==> config.mk <==
export PLATFORM = sky130hd
export DESIGN_NAME = display_scan_controller
export DESIGN_NICKNAME = d
export VERILOG_FILES = /design/src/rtl/display_pkg.sv /design/src/rtl/hex_to_seg7.sv /design/src/rtl/display_scan_controller.sv
export SDC_FILE = /design/constraint.sdc
export NUM_CORES = 1
export LEC_CHECK = 0
export CAP_MARGIN = 30
export CORE_ASPECT_RATIO = 0.9
export CORE_MARGIN = 3
export CORE_UTILIZATION = 45
export DETAILED_ROUTE_END_ITERATION = 12
export PLACE_DENSITY = 0.67
export SLEW_MARGIN = 20
export SYNTH_ARGS = -nofsm -noshare
export SYNTH_HDL_FRONTEND = slang
export SYNTH_SLANG_ARGS = --single-unit
export TNS_END_PERCENT = 100
==> constraint.sdc <==
create_clock -name clk -period 3.02 [get_ports clk]
set_input_delay 0.604 -clock clk [delete_from_list [all_inputs] [get_ports clk]]
set_output_delay 0.604 -clock clk [all_outputs]
set_load 0.05 [all_outputs]
==> src/rtl/display_pkg.sv <==
// Shared constants and types for the seven-segment scan controller:
// active-low segment codes, anode idle pattern, phase enum and display word.
package display_pkg;

    localparam logic [6:0] SEG_0   = 7'b1000000;
    localparam logic [6:0] SEG_1   = 7'b1111001;
    localparam logic [6:0] SEG_2   = 7'b0100100;
    localparam logic [6:0] SEG_3   = 7'b0110000;
    localparam logic [6:0] SEG_4   = 7'b0011001;
    localparam logic [6:0] SEG_5   = 7'b0010010;
    localparam logic [6:0] SEG_6   = 7'b0000010;
    localparam logic [6:0] SEG_7   = 7'b1111000;
    localparam logic [6:0] SEG_8   = 7'b0000000;
    localparam logic [6:0] SEG_9   = 7'b0010000;
    localparam logic [6:0] SEG_A   = 7'b0001000;
    localparam logic [6:0] SEG_B   = 7'b0000011;
    localparam logic [6:0] SEG_C   = 7'b1000110;
    localparam logic [6:0] SEG_D   = 7'b0100001;
    localparam logic [6:0] SEG_E   = 7'b0000110;
    localparam logic [6:0] SEG_F   = 7'b0001110;
    localparam logic [6:0] SEG_OFF = 7'b1111111;

    localparam logic [3:0] AN_OFF  = 4'b1111;

    typedef enum logic {
        BLANK = 1'b0,
        DRIVE = 1'b1
    } phase_e;

    // Value plus per-digit decimal points, always moved as one unit.
    typedef struct packed {
        logic [15:0] val;
        logic [3:0]  dots;
    } disp_word_t;

    // Active-low anode pattern with only the selected digit enabled.
    function automatic logic [3:0] an_select(input logic [1:0] idx);
        logic [3:0] onehot;
        onehot = 4'b0001 << idx;
        return ~onehot;
    endfunction

endpackage

==> src/rtl/hex_to_seg7.sv <==
// Combinational hex nibble to active-low seven-segment {g,f,e,d,c,b,a} decoder.
module hex_to_seg7
    import display_pkg::*;
(
    input  logic [3:0] hex,
    output logic [6:0] seg_c
);

    always_comb begin
        seg_c = SEG_OFF;
        case (hex)
            4'h0: seg_c = SEG_0;
            4'h1: seg_c = SEG_1;
            4'h2: seg_c = SEG_2;
            4'h3: seg_c = SEG_3;
            4'h4: seg_c = SEG_4;
            4'h5: seg_c = SEG_5;
            4'h6: seg_c = SEG_6;
            4'h7: seg_c = SEG_7;
            4'h8: seg_c = SEG_8;
            4'h9: seg_c = SEG_9;
            4'hA: seg_c = SEG_A;
            4'hB: seg_c = SEG_B;
            4'hC: seg_c = SEG_C;
            4'hD: seg_c = SEG_D;
            4'hE: seg_c = SEG_E;
            4'hF: seg_c = SEG_F;
        endcase
    end

endmodule

==> src/rtl/display_scan_controller.sv <==
// Four-digit common-anode seven-segment scanner with per-slot blanking and a
// load/ack handshake that only swaps the shown value at frame boundaries.
module display_scan_controller
    import display_pkg::*;
#(
    parameter int unsigned REFRESH_DIV  = 100000,
    parameter int unsigned BLANK_CYCLES = 1000
) (
    input  logic        clk,
    input  logic        rst,
    input  logic        load,
    input  logic [15:0] value,
    input  logic [3:0]  dp_mask,
    input  logic [3:0]  digit_en,
    output logic        ack,
    output logic [3:0]  an,
    output logic [6:0]  seg7,
    output logic        dp
);

    localparam int unsigned    CNT_W      = $clog2(REFRESH_DIV);
    localparam logic [CNT_W-1:0] CNT_LAST   = CNT_W'(REFRESH_DIV - 1);
    localparam logic [CNT_W-1:0] BLANK_LAST = CNT_W'(BLANK_CYCLES - 1);

    phase_e             state_q, state_d;
    logic [CNT_W-1:0]   cnt_q, cnt_d;
    logic [1:0]         idx_q, idx_d;

    disp_word_t         shown_q, shown_d;
    disp_word_t         pend_word_q, pend_word_d;
    logic               pend_q, pend_d;
    logic               ack_q, ack_d;

    logic [3:0]         an_q, an_d;
    logic [6:0]         seg7_q, seg7_d;
    logic               dp_q, dp_d;

    logic               slot_end_c;
    logic               frame_end_c;
    logic [3:0]         nibble_c;
    logic [6:0]         seg_dec_c;
    disp_word_t         load_word_c;

    assign slot_end_c  = (cnt_q == CNT_LAST);
    assign frame_end_c = slot_end_c && (idx_q == 2'd3);

    // State register: phase, slot counter and digit index.
    always_ff @(posedge clk) begin
        if (rst) begin
            state_q <= BLANK;
            cnt_q   <= '0;
            idx_q   <= '0;
        end else begin
            state_q <= state_d;
            cnt_q   <= cnt_d;
            idx_q   <= idx_d;
        end
    end

    // Next-state: the phase tracks the counter so BLANK always leads a slot.
    always_comb begin
        state_d = state_q;
        cnt_d   = cnt_q + CNT_W'(1);
        idx_d   = idx_q;
        case (state_q)
            BLANK: begin
                if (cnt_q == BLANK_LAST) begin
                    state_d = DRIVE;
                end
            end
            DRIVE: begin
                if (slot_end_c) begin
                    state_d = BLANK;
                    cnt_d   = '0;
                    idx_d   = idx_q + 2'd1;
                end
            end
            default: begin
                state_d = BLANK;
                cnt_d   = '0;
            end
        endcase
    end

    // Handshake: a load at the boundary bypasses the pending slot; otherwise the latest load waits.
    always_comb begin
        load_word_c.val  = value;
        load_word_c.dots = dp_mask;
        shown_d          = shown_q;
        pend_word_d      = pend_word_q;
        pend_d           = pend_q;
        ack_d            = 1'b0;
        if (frame_end_c) begin
            if (load) begin
                shown_d = load_word_c;
                pend_d  = 1'b0;
                ack_d   = 1'b1;
            end else if (pend_q) begin
                shown_d = pend_word_q;
                pend_d  = 1'b0;
                ack_d   = 1'b1;
            end
        end else if (load) begin
            pend_word_d = load_word_c;
            pend_d      = 1'b1;
        end
    end

    always_comb begin
        nibble_c = shown_q.val[3:0];
        case (idx_q)
            2'd0: nibble_c = shown_q.val[3:0];
            2'd1: nibble_c = shown_q.val[7:4];
            2'd2: nibble_c = shown_q.val[11:8];
            2'd3: nibble_c = shown_q.val[15:12];
        endcase
    end

    hex_to_seg7 u_hex_to_seg7 (
        .hex   (nibble_c),
        .seg_c (seg_dec_c)
    );

    // Output decode: a disabled digit still consumes its slot but stays dark.
    always_comb begin
        an_d   = AN_OFF;
        seg7_d = SEG_OFF;
        dp_d   = 1'b1;
        if ((state_q == DRIVE) && digit_en[idx_q]) begin
            an_d   = an_select(idx_q);
            seg7_d = seg_dec_c;
            dp_d   = ~shown_q.dots[idx_q];
        end
    end

    always_ff @(posedge clk) begin
        if (rst) begin
            shown_q     <= '0;
            pend_word_q <= '0;
            pend_q      <= 1'b0;
            ack_q       <= 1'b0;
        end else begin
            shown_q     <= shown_d;
            pend_word_q <= pend_word_d;
            pend_q      <= pend_d;
            ack_q       <= ack_d;
        end
    end

    always_ff @(posedge clk) begin
        if (rst) begin
            an_q   <= AN_OFF;
            seg7_q <= SEG_OFF;
            dp_q   <= 1'b1;
        end else begin
            an_q   <= an_d;
            seg7_q <= seg7_d;
            dp_q   <= dp_d;
        end
    end

    assign ack  = ack_q;
    assign an   = an_q;
    assign seg7 = seg7_q;
    assign dp   = dp_q;

endmodule

### Yosys cells after proc, flatten, opt, wreduce, memory -nomap -nowiden

Memories as Yosys holds them, arrays and structs flattened. A register that Yosys moved wholly into a read port is not among the register bits.
Index checks and enable logic that the tools add are counted.

* magnitude comparators: 1
* $add $sub $neg: 2
* reduce and logical (&&, ||, !) cells: 10
* equal/unequal tests: 5
* bitwise gates (word level): 5
* multiplexer cells: 14
* shift operators: 1

Operators by type and width (count)
* 20-bit 2-to-1 mux: 2
* 17-bit 2-to-1 mux: 2
* 17-bit by 1-bit adder with 17-bit output, second input constant: 1
* 17-bit by 10-bit == test with 1-bit output, second input constant: 1
* 17-bit == test, second input constant: 1
* 4-bit one-hot mux with 4 select lines: 1
* 1-bit 2-to-1 mux: 6
* 2-bit AND reduction: 3
* 2-bit OR reduction: 3
* 1-bit binary-select mux with 2-bit select: 2
* 2-bit == test, second input constant: 2
* 1-bit NOT: 4
* 4-bit NOT: 1
* 1-bit by 2-bit << shifter with 4-bit output, first input constant: 1
* 2-bit by 3-bit less-than comparator with 1-bit output, second input constant: 1
* 2-bit by 1-bit adder with 2-bit output, second input constant: 1
* 2-bit by 1-bit == test with 1-bit output, second input constant: 1
* 1-bit logical AND: 2
* 2-bit zero test: 1
* 1-bit one-hot mux with 2 select lines: 1
* 2-bit nonzero test: 1

* input port bits: 27
* memory bits (read-only): 112
* bits in registers: 67
* output and inout bits: 13
* memories kept: 1

Memories
* (name not given): words 16, bits a word 7, read ports 1, clocked after memory_dff 1, wr ports 0, RTL line hex_to_seg7.sv:11 `case (hex)`

### Depth between registers and ports, before layout

* depth after elaboration: 5
* mapped depth: 11

### Hierarchy

Synthesis repeated with hierarchy kept, for this count alone.

* cells, all modules: 445
* area, all modules: 3828.7 sq um

By module, submodules not included
* display_scan_controller: area an instance 3553.4 sq um, times used 1, sequential area each 1481.4 sq um, cells an instance 413
* hex_to_seg7: area an instance 275.3 sq um, times used 1, sequential area each 0.0 sq um, cells an instance 32

### Worst setup path after synthesis

Ideal clock, no wire load.

* path type: flip-flop to flip-flop
* from: register idx_q[0]
* to: register seg7_q[3] (netlist: seg7[3])
* slack: 0.911 ns
* cell stages (with the launch flop): 10
* clock period less this slack: 2.109 ns
* arrival time: 1.972 ns
* library setup time: 0.137 ns
* required time: 2.883 ns
* path buffers: 1
* cells stage by stage: dfxtp_1 -> inv_1 -> ha_1 -> clkbuf_1 -> mux2i_1 -> inv_1 -> ha_1 -> nor2_1 -> a211oi_1 -> o21ai_0

* word-level cells in the longest chain between the ends: 5
* elaborated cells between the ends (all ways): 10
* those cells by class: eq/ne (3); mux (3); bitwise (1); reduce/logical (3)

RTL lines
* start, declared: RTL line display_scan_controller.sv:27 `logic [1:0] idx_q, idx_d;`
* start signal, assigned: RTL line display_scan_controller.sv:56 `idx_q <= idx_d;`
* 1-bit binary-select mux with 2-bit select: RTL line display_scan_controller.sv:129 `if ((state_q == DRIVE) && digit_en[idx_q]) begin`
* 1-bit 2-to-1 mux (not written as such): RTL line display_scan_controller.sv:129
* 1-bit logical AND: RTL line display_scan_controller.sv:129
* 1-bit NOT (no source line)
* 2-bit OR reduction (no source line)
* end, declared: RTL line display_scan_controller.sv:35 `logic [6:0] seg7_q, seg7_d;`

Parallel ways exist; a longest one is shown, timed or not. The select of a mux whose other input is x is not followed.
A chain may end at the register's enable or synchronous reset.

### Final worst setup path

* from: register idx_q[1]
* to: register seg7_q[5] (netlist: seg7[5])

Same word-level chain as after synthesis.

==> impl_metrics.yaml <==
outcome:
  status: "complete, no violations"
clocking:
  h-tree-depth: 3
  cts_made_buffers: 9
  clk_path_buf_depth: 2
  tritoncts: "built"
  clk_latency_ps: 340
  cts_sinks: 74
  ctsResizeCount: 0
  cts_hold_buf: 0
  clk_pin_slew_ps: 70
  cts-root-buf: "clkbuf_8"
  cts_setup_buffers: 0
worst_setup_path:
  path_common_cell: "inv_1"
  endpoint_kind: "flop"
  worstPathCellList: "inv_1 > ha_1 > a22oi_1 > nand2_1 > mux2i_1 > inv_1 > ha_1 > inv_1 > nor2_1 > a21oi_1 > o221ai_1"
  reg2reg_from: "idx_q[1]"
  critPathKind: "flop to flop"
  cp.required_ps: 3220
  rr_endpoint: "seg7[5]"
  critPathLaunchType: "flop"
  rr_worst_depth: 11
  regToRegSetupSlack_ps: 620
  cp_max_fo: 6
  worstPathArrival_ps: 2600
  cp_slowest_cell: "dfxtp_1"
  cp_slowest_stage_delay_ps: 460
min_path:
  hp-class: "flop to flop"
  min_to: "cnt_q[0]"
  holdCritStartpoint: "cnt_q[0]"
  hold_path_depth: 1
synthesis:
  synth_most_common_cell: "dfxtp_1"
  synth.distinct_cells: 39
  syn-num-nets: 374
  synth-seq-cells: 74
  syn_area_per_cell_sq_um: 10.0
  ys_warn_count: 0
  synth_area_sq_mm: 0.00336
  synthTopCellsByArea: "dfxtp_1, mux2i_1, a211oi_2, nor2_1, ha_1"
  synth_top_area_cell: "dfxtp_1"
  async_flop_share_pct: 0
  synth_edf_count: 0
  yosysTopAreaCellShare_pct: 44.1
  synth_common_cells: "dfxtp_1, nor2_1, mux2i_1, a211oi_2, nand2_1"
  syn-instance-count: 335
  ys.flop_type: "dfxtp_1"
  seq_area_frac_synth_pct: 44.1
final_layout:
  finalNetCount: 408
  syn_to_final_growth_pct: 18.8
  diodes: 0
  fill_cells: 654
  postLayoutCoreUtil_pct: 55.8
  multiInputGateArea_sq_mm: 0.00174
  layoutNonFillerInstCount: 467
  seqCellArea_sq_mm: 0.00148
  final_area_sq_mm: 0.00399
  drive_gt1_share_pct: 12.8
detailed_routing:
  viasPerCell: 5.06
  wl_per_cell_microns: 13.6
  route.antenna.remaining_nets: 0
  vias: 2361
  dr.pass1.iters: 5
  drc: 0
  drtIter0Drc: 121
  wl_microns: 6360
sta:
  tns_ps: 0
  fin_crit_sh_pct: 79.6
  drv_slew: 0
  finalHoldViolCount: 0
  max_slew_margin_pct: 39.1
  fin_skew_ps: 6.57
  rsz0062_at_grt: "false"
  holdWs_ps: 458
  tightest_slew_ps: 888
  fmax_mhz: 416
  setup_violations: 0
  min_period_ps: 2400
  setup_ws_ps: 616
power_and_ir_drop:
  vdd_drop_max_uv: 301
  p_per_area_mw_per_mm2: 476
  p_total_mw: 1.90
  leakage_nw: 1.55
global_routing:
  antenna_found_initial: 0
  grt_usage_pct: 15.6
  gr-total-overflow: 0
  grt_pass1_vias: 2184
  grt_pass1_wl_microns: 10700
  grt_start_max_net_pins: 41
floorplanning:
  core_region_area_sq_mm: 0.00715
  fp-row-count: 29
  fp.dieH_microns: 88.0
  dieArea_sq_mm: 0.00854
  die_w_microns: 97.1
  start_util_pct: 47.0
  io_pins: 40
placed_design:
  dp.final_hpwl_microns: 4440
  place_congestion: 0.868
  numPortBuffers: 39
  place_area_sq_mm: 0.00379
  dp_slack_ps: 624
  dp.cells: 451
job:
  max_cap_violations: 0
==> cell usage in the layout (no fill, tap or decap), drive strengths merged, types with 2 or more instances in the layout <==
cell and instances:
ha 12, a211oi 21, nand3 8, and3 3, nand4 5, a222oi 3
xor2 11, buf 5, nand2b 3, clkinv 3, mux4 2, xnor2 5
clkdlybuf4s50 38, mux2i 46, o21ai 6, clkbuf 11, nand2 16, dfxtp 74
nor2 66, a21oi 5, o221ai 4, inv 10
==> critical path, delay by kind of cell, from the launching register on <==
kind	cells	cell delay [ps]
adders and majority gates	2	500
AOI/OAI and AO/OA	3	470
DFF	1	460
buffers and inverters	3	390
muxes	1	300
and+or+nand+nor	2	140
==> cells by family after synthesis <==
| family | Yosys count | share of synthesized area, % |
|---|---|---|
| xor gates and xnor gates | 16 | 4.17 |
| buffers and inverters | 30 | 4.32 |
| AOI/OAI and AO/OA | 44 | 12.7 |
| DFF | 74 | 44.1 |
| adders and majority gates | 12 | 4.47 |
| muxes | 49 | 15.4 |
| and+or+nand+nor | 110 | 14.9 |
==> layer usage <==
layer / up-vias / track usage, % / share of wire (%)
li1: 1233 / - / -
met2: 47 / 23.0 / 43
met5: - / 0 / 0
met1: 1077 / 21.5 / 51
met3: 4 / 5.41 / 5.0
met4: 0 / 5.36 / 0.91
==> how the worst max path moves through the flow <==
stage | end | cells past startpoint | start
after floorplan | seg7[3] | 9 | idx_q[0]
after global placement | seg7[3] | 8 | idx_q[0]
after detailed placement | seg7[5] | 11 | idx_q[1]
after CTS | seg7[5] | 11 | idx_q[1]
after global routing | seg7[6] | 11 | idx_q[1]
final | seg7[5] | 11 | idx_q[1]
==> sequential cells by signal, indices dropped and copies added (netlist names) <==
name / count
ack: 1
cnt_q: 17
pend_word_q: 20
seg7: 7
an: 4
dp: 1
pend_q: 1
shown_q: 20
state_q: 1
idx_q: 2
==> cell type report <==
type	count	area share (%)
Clock buffer	11	3.79
Clock inverter	5	1.32
Inverter	10	0.940
Multi-Input combinational cell	231	43.5
Sequential cell	74	37.1
Tap cell	93	2.92
Timing Repair Buffer	43	10.4
==> report_power, final <==
part           switching (mW)  leakage [nW]  internal (mW)
Combinational          0.0617         0.839         0.0654
Clock                   0.342         0.105          0.422
Sequential             0.0109         0.601          0.996
Total                   0.415          1.55           1.48
No activity file was read; power rests on OpenSTA's default activity.
